<file path="src/rtl/noc_traffic_node.sv">
// NoC traffic endpoint: injects fixed-length packets toward a programmable
// destination and checks packets arriving on the receive port.
module noc_traffic_node #(
    parameter int unsigned DATA_WIDTH = 32,
    parameter int unsigned NODE_ID    = 0,
    parameter int unsigned PKT_LEN    = 4,
    parameter int unsigned INJECT_GAP = 0,
    parameter int unsigned CNT_WIDTH  = 16
) (
    input  logic                  noc_clk,
    input  logic                  noc_rst,
    input  logic                  enable,
    input  logic [7:0]            dest_id,
    input  logic [CNT_WIDTH-1:0]  pkt_limit,
    input  logic                  rx_stall,
    output logic                  sender_valid,
    input  logic                  sender_ready,
    output logic [DATA_WIDTH-1:0] sender_flit,
    output logic                  sender_is_header,
    output logic                  sender_is_tail,
    input  logic                  receive_valid,
    output logic                  receive_ready,
    input  logic [DATA_WIDTH-1:0] receive_flit,
    input  logic                  receive_is_header,
    input  logic                  receive_is_tail,
    output logic [CNT_WIDTH-1:0]  tx_pkt_cnt,
    output logic [CNT_WIDTH-1:0]  rx_pkt_cnt,
    output logic [CNT_WIDTH-1:0]  rx_err_cnt,
    output logic                  tx_done
);

    localparam logic [7:0] NODE = 8'(NODE_ID);
    localparam logic [7:0] LEN  = 8'(PKT_LEN);
    localparam int unsigned GAP_W = (INJECT_GAP > 1) ? $clog2(INJECT_GAP) : 1;
    // Last gap count value; unreachable when INJECT_GAP is 0.
    localparam logic [GAP_W-1:0] GAP_LAST = GAP_W'(INJECT_GAP - 1);

    typedef enum logic [1:0] {TxIdle, TxHead, TxBody, TxGap} tx_state_e;
    typedef enum logic {RxWaitHead, RxBody} rx_state_e;

    // Saturating counter increment; never wraps past all-ones.
    function automatic logic [CNT_WIDTH-1:0] sat_add(input logic [CNT_WIDTH-1:0] a,
                                                     input logic [1:0] b);
        logic [CNT_WIDTH:0] s;
        s = {1'b0, a} + (CNT_WIDTH+1)'(b);
        return s[CNT_WIDTH] ? '1 : s[CNT_WIDTH-1:0];
    endfunction

    // Builds a flit: {top, NODE, seq, low} in the low 32 bits, zeros above.
    function automatic logic [DATA_WIDTH-1:0] make_flit(input logic [7:0] top,
                                                        input logic [7:0] seq,
                                                        input logic [7:0] low);
        logic [DATA_WIDTH-1:0] f;
        f       = '0;
        f[31:0] = {top, NODE, seq, low};
        return f;
    endfunction

    // ------------------------------------------------------------------
    // Transmit side
    // ------------------------------------------------------------------
    tx_state_e            tx_state;
    logic [7:0]           tx_k;
    logic [7:0]           tx_seq;
    logic [GAP_W-1:0]     gap_cnt;
    logic                 tx_hs;
    logic [CNT_WIDTH-1:0] tx_cnt_inc;
    logic                 limit_now;
    logic                 limit_after;
    logic                 tx_can_start;

    assign tx_hs = sender_valid && sender_ready;

    // Limit evaluation for the present count and for the count after a tail.
    always_comb begin
        tx_cnt_inc   = sat_add(tx_pkt_cnt, 2'd1);
        limit_now    = (pkt_limit != '0) && (tx_pkt_cnt >= pkt_limit);
        limit_after  = (pkt_limit != '0) && (tx_cnt_inc >= pkt_limit);
        tx_can_start = enable && !tx_done && !limit_now;
    end

    // TX FSM with registered flit outputs; outputs only change on handshake.
    always_ff @(posedge noc_clk) begin
        if (noc_rst) begin
            tx_state         <= TxIdle;
            tx_k             <= '0;
            tx_seq           <= '0;
            gap_cnt          <= '0;
            sender_valid     <= 1'b0;
            sender_flit      <= '0;
            sender_is_header <= 1'b0;
            sender_is_tail   <= 1'b0;
            tx_pkt_cnt       <= '0;
        end else begin
            case (tx_state)
                TxIdle: begin
                    if (tx_can_start) begin
                        sender_valid     <= 1'b1;
                        sender_flit      <= make_flit(dest_id, tx_seq, LEN);
                        sender_is_header <= 1'b1;
                        sender_is_tail   <= 1'b0;
                        tx_state         <= TxHead;
                    end
                end
                TxHead: begin
                    if (tx_hs) begin
                        tx_k             <= 8'd1;
                        sender_flit      <= make_flit(8'd0, tx_seq, 8'd1);
                        sender_is_header <= 1'b0;
                        sender_is_tail   <= (LEN == 8'd2);
                        tx_state         <= TxBody;
                    end
                end
                TxBody: begin
                    if (tx_hs) begin
                        if (sender_is_tail) begin
                            tx_pkt_cnt     <= tx_cnt_inc;
                            tx_seq         <= tx_seq + 8'd1;
                            sender_is_tail <= 1'b0;
                            if (INJECT_GAP > 0) begin
                                sender_valid <= 1'b0;
                                gap_cnt      <= '0;
                                tx_state     <= TxGap;
                            end else if (enable && !tx_done && !limit_after) begin
                                // Back-to-back: next header uses the advanced seq.
                                sender_flit      <= make_flit(dest_id, tx_seq + 8'd1, LEN);
                                sender_is_header <= 1'b1;
                                tx_state         <= TxHead;
                            end else begin
                                sender_valid <= 1'b0;
                                tx_state     <= TxIdle;
                            end
                        end else begin
                            tx_k           <= tx_k + 8'd1;
                            sender_flit    <= make_flit(8'd0, tx_seq, tx_k + 8'd1);
                            sender_is_tail <= ((tx_k + 8'd1) == (LEN - 8'd1));
                        end
                    end
                end
                TxGap: begin
                    if (gap_cnt == GAP_LAST) begin
                        if (tx_can_start) begin
                            sender_valid     <= 1'b1;
                            sender_flit      <= make_flit(dest_id, tx_seq, LEN);
                            sender_is_header <= 1'b1;
                            tx_state         <= TxHead;
                        end else begin
                            tx_state <= TxIdle;
                        end
                    end else begin
                        gap_cnt <= gap_cnt + GAP_W'(1);
                    end
                end
                default: tx_state <= TxIdle;
            endcase
        end
    end

    // tx_done follows the count by one cycle and sticks until reset.
    always_ff @(posedge noc_clk) begin
        if (noc_rst) begin
            tx_done <= 1'b0;
        end else if (limit_now) begin
            tx_done <= 1'b1;
        end
    end

    // ------------------------------------------------------------------
    // Receive side
    // ------------------------------------------------------------------
    rx_state_e  rx_state;
    logic [7:0] rx_src;
    logic [7:0] rx_seq;
    logic [7:0] rx_len;
    logic [7:0] rx_k;
    logic       rx_pkt_bad;
    logic       rx_hs;
    logic       rx_dest_bad;
    logic       rx_last;
    logic       rx_flit_bad;
    logic [1:0] rx_err_inc;

    assign receive_ready = !noc_rst && !rx_stall;
    assign rx_hs         = receive_valid && receive_ready;

    // Per-flit error classification; a header in BODY can cost two errors.
    always_comb begin
        rx_dest_bad = (receive_flit[31:24] != NODE);
        rx_last     = (rx_k == (rx_len - 8'd1));
        rx_flit_bad = (receive_flit[23:0] != {rx_src, rx_seq, rx_k}) ||
                      (receive_is_tail != rx_last);
        rx_err_inc  = 2'd0;
        if (rx_hs) begin
            if (receive_is_header) begin
                rx_err_inc = 2'(rx_state == RxBody) + 2'(rx_dest_bad);
            end else if (rx_state == RxWaitHead) begin
                rx_err_inc = 2'd1;
            end else begin
                rx_err_inc = 2'(rx_flit_bad);
            end
        end
    end

    // RX FSM: tracks the expected packet and updates the status counters.
    always_ff @(posedge noc_clk) begin
        if (noc_rst) begin
            rx_state   <= RxWaitHead;
            rx_src     <= '0;
            rx_seq     <= '0;
            rx_len     <= '0;
            rx_k       <= '0;
            rx_pkt_bad <= 1'b0;
            rx_pkt_cnt <= '0;
            rx_err_cnt <= '0;
        end else if (rx_hs) begin
            rx_err_cnt <= sat_add(rx_err_cnt, rx_err_inc);
            if (receive_is_header) begin
                // A bad destination still gets tracked so the body stays in sync.
                rx_src     <= receive_flit[23:16];
                rx_seq     <= receive_flit[15:8];
                rx_len     <= receive_flit[7:0];
                rx_k       <= 8'd1;
                rx_pkt_bad <= rx_dest_bad;
                rx_state   <= RxBody;
            end else if (rx_state == RxBody) begin
                if (rx_flit_bad) begin
                    rx_pkt_bad <= 1'b1;
                end
                if (receive_is_tail || rx_last) begin
                    if (receive_is_tail && !rx_pkt_bad && !rx_flit_bad) begin
                        rx_pkt_cnt <= sat_add(rx_pkt_cnt, 2'd1);
                    end
                    rx_state <= RxWaitHead;
                end else begin
                    rx_k <= rx_k + 8'd1;
                end
            end
        end
    end

endmodule

</file>
<file path="config.mk">
export PLATFORM = sky130hd
export DESIGN_NAME = noc_traffic_node
export DESIGN_NICKNAME = d
export VERILOG_FILES = /design/src/rtl/noc_traffic_node.sv
export SDC_FILE = /design/constraint.sdc
export NUM_CORES = 1
export LEC_CHECK = 0
export CORE_MARGIN = 5
export CORE_UTILIZATION = 57
export CTS_CLUSTER_DIAMETER = 120
export DETAILED_ROUTE_END_ITERATION = 6
export PLACE_DENSITY = 0.95
export SKIP_CTS_REPAIR_TIMING = 1
export SLEW_MARGIN = 15
export SYNTH_ARGS = -nofsm -noshare
export SYNTH_HDL_FRONTEND = slang
export SYNTH_SLANG_ARGS = --single-unit
</file>
<file path="constraint.sdc">
create_clock -name noc_clk -period 8.4 [get_ports noc_clk]
set_input_delay 1.68 -clock noc_clk [delete_from_list [all_inputs] [get_ports noc_clk]]
set_output_delay 1.68 -clock noc_clk [all_outputs]
set_load 0.005 [all_outputs]
</file>
* After elaboration in Yosys (flattened, before gate mapping)
Index checks and enable logic that the tools add are counted.
Storage, ports and cells: flip-flop bits (word level) 137, latch bits 0, RAM bits 0, bits in read-only memories 0, output and inout port bits 85, logic and storage cells 137, memories kept 0
Operators by class: add/subtract/negate cells 9, $mul 0, divide/modulo/power cells 0, order comparisons 2, equality and inequality tests 17, shift-type cells 0, muxes and demuxes 52, bitwise logic cells 1, reductions and logical operators 38
Operator list (number):
- 2-to-1 mux 32 bit | 6
- one-hot mux 32 bit (4 select lines) | 1
- 2-to-1 mux 16 bit | 3
- 2-to-1 mux 8 bit | 6
- adder 16 x 1 -> 17 bit, second input constant | 2
- >= comparator 16 bit | 2
- adder 8 x 1 -> 8 bit, second input constant | 3
- 2-to-1 mux 1 bit | 24
- != test 24 bit | 1
- AND reduction 5 bit | 4
- != test 2 bit, second input constant | 9
- adder 16 x 2 -> 17 bit | 1
- one-hot mux 8 bit (2 select lines) | 1
- nonzero test 16 bit | 1
- 2-to-1 mux 2 bit | 7
- AND reduction 4 bit | 3
- logical AND 1 bit | 10
- AND reduction 3 bit | 3
- == test 8 x 2 -> 1 bit, second input constant | 1
- == test 8 bit | 1
- one-hot mux 2 bit (4 select lines) | 1
- nonzero test 8 bit | 1
- subtractor 8 x 1 -> 8 bit, second input constant | 1
- zero test 1 bit | 7
- other kinds (14) | 20

* Depth between registers and ports, before layout
Gate-level depths: netlist of the first run.
word-level depth 10, mapped depth 20

* Least setup slack after synthesis of the first run
OpenSTA, ideal clock, no wires.
path type input to register, start input receive_flit[25], end register rx_err_cnt[14], arrival 4052 ps, required time 8266 ps, path slack 4213 ps, cell stages on the path 14, path buffers 0, cells stage by stage nor4_1 nand2_1 ha_1 inv_1 a221oi_1 ha_1 inv_1 fa_1 nor2_1 nand3_1 nor2_1 nand3_1 nor3b_1 nor3_1
On the way: cells in the longest elaborated chain, start to end 6
Ends and longest elaborated chain:
- start, declared | RTL line 23 | input logic [DATA_WIDTH-1:0] receive_flit,
- nonzero test 8 bit | RTL line 188 | rx_dest_bad = (receive_flit[31:24] != NODE);
- adder 1 x 1 -> 2 bit | RTL line 195 | rx_err_inc = 2'(rx_state == RxBody) + 2'(rx_dest_bad);
- 2-to-1 mux 2 bit | RTL line 194 | if (receive_is_header) begin
- 2-to-1 mux 2 bit | RTL line 193 | if (rx_hs) begin
- adder 16 x 2 -> 17 bit | RTL line 45 | s = {1'b0, a} + (CNT_WIDTH+1)'(b);
- 2-to-1 mux 16 bit | RTL line 46 | return s[CNT_WIDTH] ? '1 : s[CNT_WIDTH-1:0];
- end signal, assigned | RTL line 216 | rx_err_cnt <= sat_add(rx_err_cnt, rx_err_inc);
- end, declared | RTL line 28 | output logic [CNT_WIDTH-1:0] rx_err_cnt,
No other way between the ends. A chain may end at the register's enable or synchronous reset.

* Final worst setup path of the first run
start input receive_flit[25], end register rx_err_cnt[3]
The elaborated chain is that of the path after synthesis.

==> results of run 1 <==
## metrics by stage
stage | area, um^2 | cells | power, uW
floorplan | 7740 | 955 | 989
global placement | 9100 | 1222 | 1140
detailed placement | 9100 | 1222 | 1150
CTS | 9650 | 1251 | 1830
global route | 9650 | 1251 | 1900
finish | 9650 | 1251 | 1820
## cells by family after synthesis
| group | after synthesis | share of synthesized area |
|---|---|---|
| AO/OA/AOI/OAI | 209 | 0.178 |
| flip-flops | 129 | 0.335 |
| multiplexers | 21 | 0.0276 |
| other | 1 | 0.000486 |
| XOR/XNOR | 72 | 0.0817 |
| buffers and inverters | 92 | 0.0553 |
| adder cells (fa/ha/maj) | 50 | 0.0820 |
| AND/OR/NAND/NOR | 374 | 0.240 |
## how the worst max path moves through the flow
| stage | depth (start not counted) | slack (ns) | to | start |
|---|---|---|---|---|
| after global placement | 14 | 3.46 | rx_err_cnt[2] | receive_flit[27] |
| final | 14 | 3.69 | rx_err_cnt[3] | receive_flit[25] |
| after floorplan | 14 | 4.21 | rx_err_cnt[14] | receive_flit[25] |
| after global routing | 14 | 3.42 | rx_err_cnt[3] | receive_flit[25] |
| after CTS | 14 | 3.74 | rx_err_cnt[3] | receive_flit[25] |
| after detailed placement | 14 | 3.32 | rx_err_cnt[3] | receive_flit[25] |
## cell usage after synthesis (9+ instances only)
library cell / number
a211oi_1: 11
a21oi_1: 95
a22oi_1: 9
a311oi_1: 14
a31oi_1: 12
and3_1: 20
buf_4: 12
clkbuf_1: 32
dfxtp_1: 129
ha_1: 49
inv_1: 41
mux2i_1: 19
nand2_1: 128
nand2b_1: 25
nand3_1: 25
nand4_1: 21
nor2_1: 72
nor3_1: 28
nor4_1: 13
o21ai_0: 23
xnor2_1: 23
xor2_1: 49
## area by class of cell
class                           instances  area (um^2)
Clock buffer                           25          526
Sequential cell                       129         2580
Inverter                               41          154
Clock inverter                          4         25.0
Tap cell                              176          220
Fill cell                             960         3590
Timing Repair Buffer                  142         1410
Multi-Input combinational cell        734         4730
## layer usage
metal,track usage,wire length (um)
met5,0,0
met2,0.407,9630
met3,0.0652,1420
met4,0.0959,489
met1,0.299,8090
## power breakdown
part | total [uW] | internal, uW | switching, uW | leakage [uW]
logic | 447 | 211 | 236 | 0.00246
registers | 690 | 659 | 30.8 | 0.00104
clock network | 681 | 425 | 256 | 0.000269
## tightest hold or removal path, cell delays in order (launching register included)
cell and delay (ns):
dfxtp_1 0.31, nand2_1 0.05, a21oi_1 0.05
## registers in the layout, indices dropped and copies added (netlist names)
| register | count |
|---|---|
| gap_cnt | 1 |
| rx_err_cnt | 16 |
| rx_k | 8 |
| rx_len | 8 |
| rx_pkt_bad | 1 |
| rx_pkt_cnt | 16 |
| rx_seq | 8 |
| rx_src | 8 |
| rx_state | 1 |
| sender_flit | 24 |
| sender_is_header | 1 |
| sender_is_tail | 1 |
| sender_valid | 1 |
| tx_done | 1 |
| tx_k | 8 |
| tx_pkt_cnt | 16 |
| tx_seq | 8 |
| tx_state | 2 |
==> results.yml, run 1 <==
critical_path:
  required_ns: 8.75
  crit_path_top_delay_cell: "clkdlybuf4s50_1"
  worstReg2RegStart: "rx_len[0]"
  end_kind: "flop"
  worst_r2r_endpoint: "rx_err_cnt[3]"
  crit_path_max_incr_delay_ns: 0.40
  cp_max_fo: 10
  start_kind: "input port"
  crit_family: "simple AND/OR/NAND/NOR gates"
  reg2reg_depth: 19
  cp_num_buf_inv: 3
  r2r_slack_ns: 3.89
  crit_arrival_ns: 5.05
  path_cells: "clkdlybuf4s50_1 > nor4_1 > nand2_1 > ha_1 > inv_1 > a221oi_1 > ha_1 > inv_1 > fa_1 > nor2_1 > nand3_1 > nor2_1 > nand2_1 > a21oi_1"
  worst-setup-path-type: "in2reg"
timing:
  relSlewSlack: 0.422
  hold_viol_final: 0
  setup_viol: 0
  finalSetupTns_ns: 0
  tightest_slew_ns: 0.865
  setup_ws_ns: 3.69
  final_max_slew_viol_count: 0
  finClkSkew_ns: 0.0193
  fmax_mhz: 212
  hold_slack_ns: 0.466
  rsz0062_at_grt: "no"
  fin_crit_ns: 4.71
  period_share: 0.560
power:
  pwr_density_cell_nw_per_um2: 188
  peakVddDrop_v: 0.0000991
  p_leak_uw: 0.00378
floorplanning:
  dieHeight_um: 126
  core_um2: 13200
  fp.dieArea_um2: 16000
  ioPinCount: 149
  die_w_um: 126
  rows: 42
  start_util: 0.583
global_routing:
  grt_max_degree: 67
  grt_pass1_wl_um: 32800
  antenna_found_initial: 0
  grt_usage: 0.243
  globalRouteOverflowTotal: 0
  grt_pass1_vias: 6970
yosys:
  syn_inst: 948
  synth_area_leaders: "dfxtp_1, ha_1, nand2_1"
  ys_seq_area_frac: 0.335
  ys_warn_count: 0
  ys.flop_type: "dfxtp_1"
  syn_area_um2: 7720
  synth_cell_type_count: 68
  synth.avg_cell_area_um2: 8.14
  synth_async_sr_flop_share: 0
  yosysTopAreaCellShare: 0.335
  synth_edf_count: 0
  yosysTopAreaCell: "dfxtp_1"
  ys_ff_latch: 129
detailed_routing:
  vias: 7319
  ant_nets: 0
  drt_iter0_markers: 581
  drcViolationCount: 0
  totalWireLength_um: 19600
  dr.pass1.iters: 5
  vias_per_cell: 5.85
  wire_per_inst_um: 15.7
finish:
  area_delta_synth_final_pct: 25.1
  final_common_cell: "clkdlybuf4s50_1"
  layout-drive-gt1-share: 0.0521
  nets: 1179
  post-route-util: 0.729
  insertedDiodeCount: 0
  final_cell_mix: "clkdlybuf4s50_1, dfxtp_1, nand2_1"
clock_network:
  cts_tree: "yes"
  cts_buffers: 17
  cts_root_buf: "clkbuf_16"
  cts_buffer_depth: 2
  cts_max_level: 4
  clkSinkCount: 129
  clk_latency_ns: 0.43
  cts.clk_slew.worst_paths_ns: 0.05
placement:
  gp_congestion: 0.885
  hpwl_um: 14200
  place_ws_ns: 3.32
  portBuffers: 140
run_status:
  outcome: "finished, final reports clean"
hold_path:
  holdPathEnd: "rx_src[2]"
  whs_path_depth: 2
  hold_path_class: "reg2reg"
  holdCritStartpoint: "rx_src[2]"
run:
  drv_cap: 0
No activity file was read; power rests on OpenSTA's default activity.
==> run 2: changes to the inputs <==
--- a/config.mk
+++ b/config.mk
@@ -6,10 +6,10 @@
 export NUM_CORES = 1
 export LEC_CHECK = 0
 export CORE_MARGIN = 5
-export CORE_UTILIZATION = 57
+export CORE_UTILIZATION = 48
 export CTS_CLUSTER_DIAMETER = 120
 export DETAILED_ROUTE_END_ITERATION = 6
-export PLACE_DENSITY = 0.95
+export PLACE_DENSITY = 0.86
 export SKIP_CTS_REPAIR_TIMING = 1
 export SLEW_MARGIN = 15
 export SYNTH_ARGS = -nofsm -noshare
==> constraint.sdc (replaced) <==
create_clock -name noc_clk -period 3.9 [get_ports noc_clk]
set_input_delay 0.78 -clock noc_clk [delete_from_list [all_inputs] [get_ports noc_clk]]
set_output_delay 0.78 -clock noc_clk [all_outputs]
set_load 0.005 [all_outputs]
==> run 2 against run 1 <==
Critical endpoint is now rx_err_cnt[14]. Non-clock buffer count is 35 higher. First-iteration DRC count is 17% lower. Via count is 1.5% higher. Critical path type is now reg2reg.
==> results.yml, run 2 (synthesized netlist as in run 1, its figures left out) <==
run_status:
  outcome: "finished, final reports clean"
clock_network:
  cts_max_level: 4
  cts_tree: "yes"
  cts_buffer_depth: 2
  clkSinkCount: 129
  cts_buffers: 17
  cts.clk_slew.worst_paths_ns: 0.06
  clk_latency_ns: 0.41
  cts_root_buf: "clkbuf_16"
timing:
  fin_crit_ns: 3.75
  fmax_mhz: 266
  relSlewSlack: 0.396
  finClkSkew_ns: 0.00765
  setup_viol: 0
  hold_slack_ns: 0.465
  final_max_slew_viol_count: 0
  rsz0062_at_grt: "yes"
  hold_viol_final: 0
  tightest_slew_ns: 0.904
  finalSetupTns_ns: 0
  period_share: 0.962
floorplanning:
  dieHeight_um: 137
  core_um2: 15800
  ioPinCount: 149
  fp.dieArea_um2: 18700
  rows: 46
  die_w_um: 137
  start_util: 0.488
detailed_routing:
  vias_per_cell: 5.60
  dr.pass1.iters: 5
  ant_nets: 0
  vias: 7432
  totalWireLength_um: 20700
  drt_iter0_markers: 483
  wire_per_inst_um: 15.6
  drcViolationCount: 0
critical_path:
  critPathLaunch: "rx_len[1]"
  crit_arrival_ns: 4.02
  worstReg2RegStart: "rx_len[1]"
  start_kind: "flop"
  worst-setup-path-type: "reg2reg"
  end_kind: "flop"
  r2r_slack_ns: 0.15
  cp_max_fo: 3
  required_ns: 4.16
power:
  peakVddDrop_v: 0.000335
  pwr_density_cell_nw_per_um2: 398
  p_seq_frac: 0.372
  pwr-share-clk: 0.369
  power_uw: 4000
  p_comb_frac: 0.259
  p_leak_uw: 0.00396
  p_sw_frac: 0.291
  p_switching_uw: 1160
  intPower_uw: 2840
finish:
  largest_reg_flops: 24
  largest-register: "sender_flit"
  insertedDiodeCount: 0
  nets: 1214
  area_delta_synth_final_pct: 30.2
  final_cell_mix: "clkdlybuf4s50_1, dfxtp_1, nand2_1"
  layout-drive-gt1-share: 0.0928
  final_common_cell: "clkdlybuf4s50_1"
global_routing:
  globalRouteOverflowTotal: 0
  grt_pass1_vias: 7088
  grt_pass1_wl_um: 33400
  grt_max_degree: 70
  grt_usage: 0.217
  antenna_found_initial: 0
hold_path:
  hold_path_class: "reg2reg"
  holdCritStartpoint: "rx_src[1]"
placement:
  hpwl_um: 15100
  gp_congestion: 0.878
  portBuffers: 140
run:
  drv_cap: 0
## run 2: cell types whose count changed in the layout (fill, tap and decap cells not counted), sizes merged
| cell | change |
|---|---|
| clkbuf | -1 |
| bufinv | +1 |
| clkinv | +1 |
| buf | +35 |
| clkinvlp | -1 |
## run 2: worst paths after layout
check,endpoint,cells after the start
min reg2reg,rx_src[1],2
max reg2reg,rx_err_cnt[14],20
min,rx_src[1],2
max,rx_err_cnt[14],20
## run 2: per-layer routing
metal,up-vias,track usage,routed length [um]
met2,252,0.358,10000
met5,-,0,0
met4,0,0.0715,334
met1,3493,0.271,8770
met3,32,0.0658,1520
li1,3655,-,-
## run 2: through the flow
| stage | cell area [um^2] | std cells | util | setup WS (ns) |
|---|---|---|---|---|
| after floorplan | 7740 | 955 | - | 0.0815 |
| after global placement | 9430 | 1297 | 0.596 | 0.111 |
| after detailed placement | 9430 | 1297 | 0.596 | -0.0806 |
| after CTS | 9970 | 1326 | 0.630 | -0.141 |
| after global routing | 10000 | 1326 | 0.635 | -0.121 |
| final | 10000 | 1326 | 0.635 | 0.147 |
## run 2: worst max-delay path, cell delays in order (launching register included)
cell and delay, ns:
dfxtp_1 0.33, inv_1 0.05, ha_2 0.32, xor2_1 0.17
o211ai_1 0.12, a2111oi_2 0.24, nand4_1 0.16, ha_1 0.32
nor3_1 0.04, nand4_1 0.11, nor2_1 0.08, a221oi_2 0.23
ha_2 0.22, inv_1 0.05, fa_1 0.39, nor2_2 0.15
nand3_2 0.12, nor2_4 0.16, nand3_1 0.10, nor3b_2 0.17
nor3_1 0.07
## run 2: layout make-up
type	instances	area (um^2)
Fill cell	1291	5780
Clock buffer	24	482
Multi-Input combinational cell	734	4810
Clock inverter	5	56.3
Inverter	41	154
Sequential cell	129	2580
Timing Repair Buffer	177	1690
Tap cell	216	270
## run 2: power by group through the flow
stage	logic [uW]	registers (uW)	clock network, uW
after floorplan	621	1510	0
after global placement	1000	1510	0
after detailed placement	1030	1510	0
after CTS	1030	1490	1500
after global routing	1120	1500	1550
final	1040	1490	1480
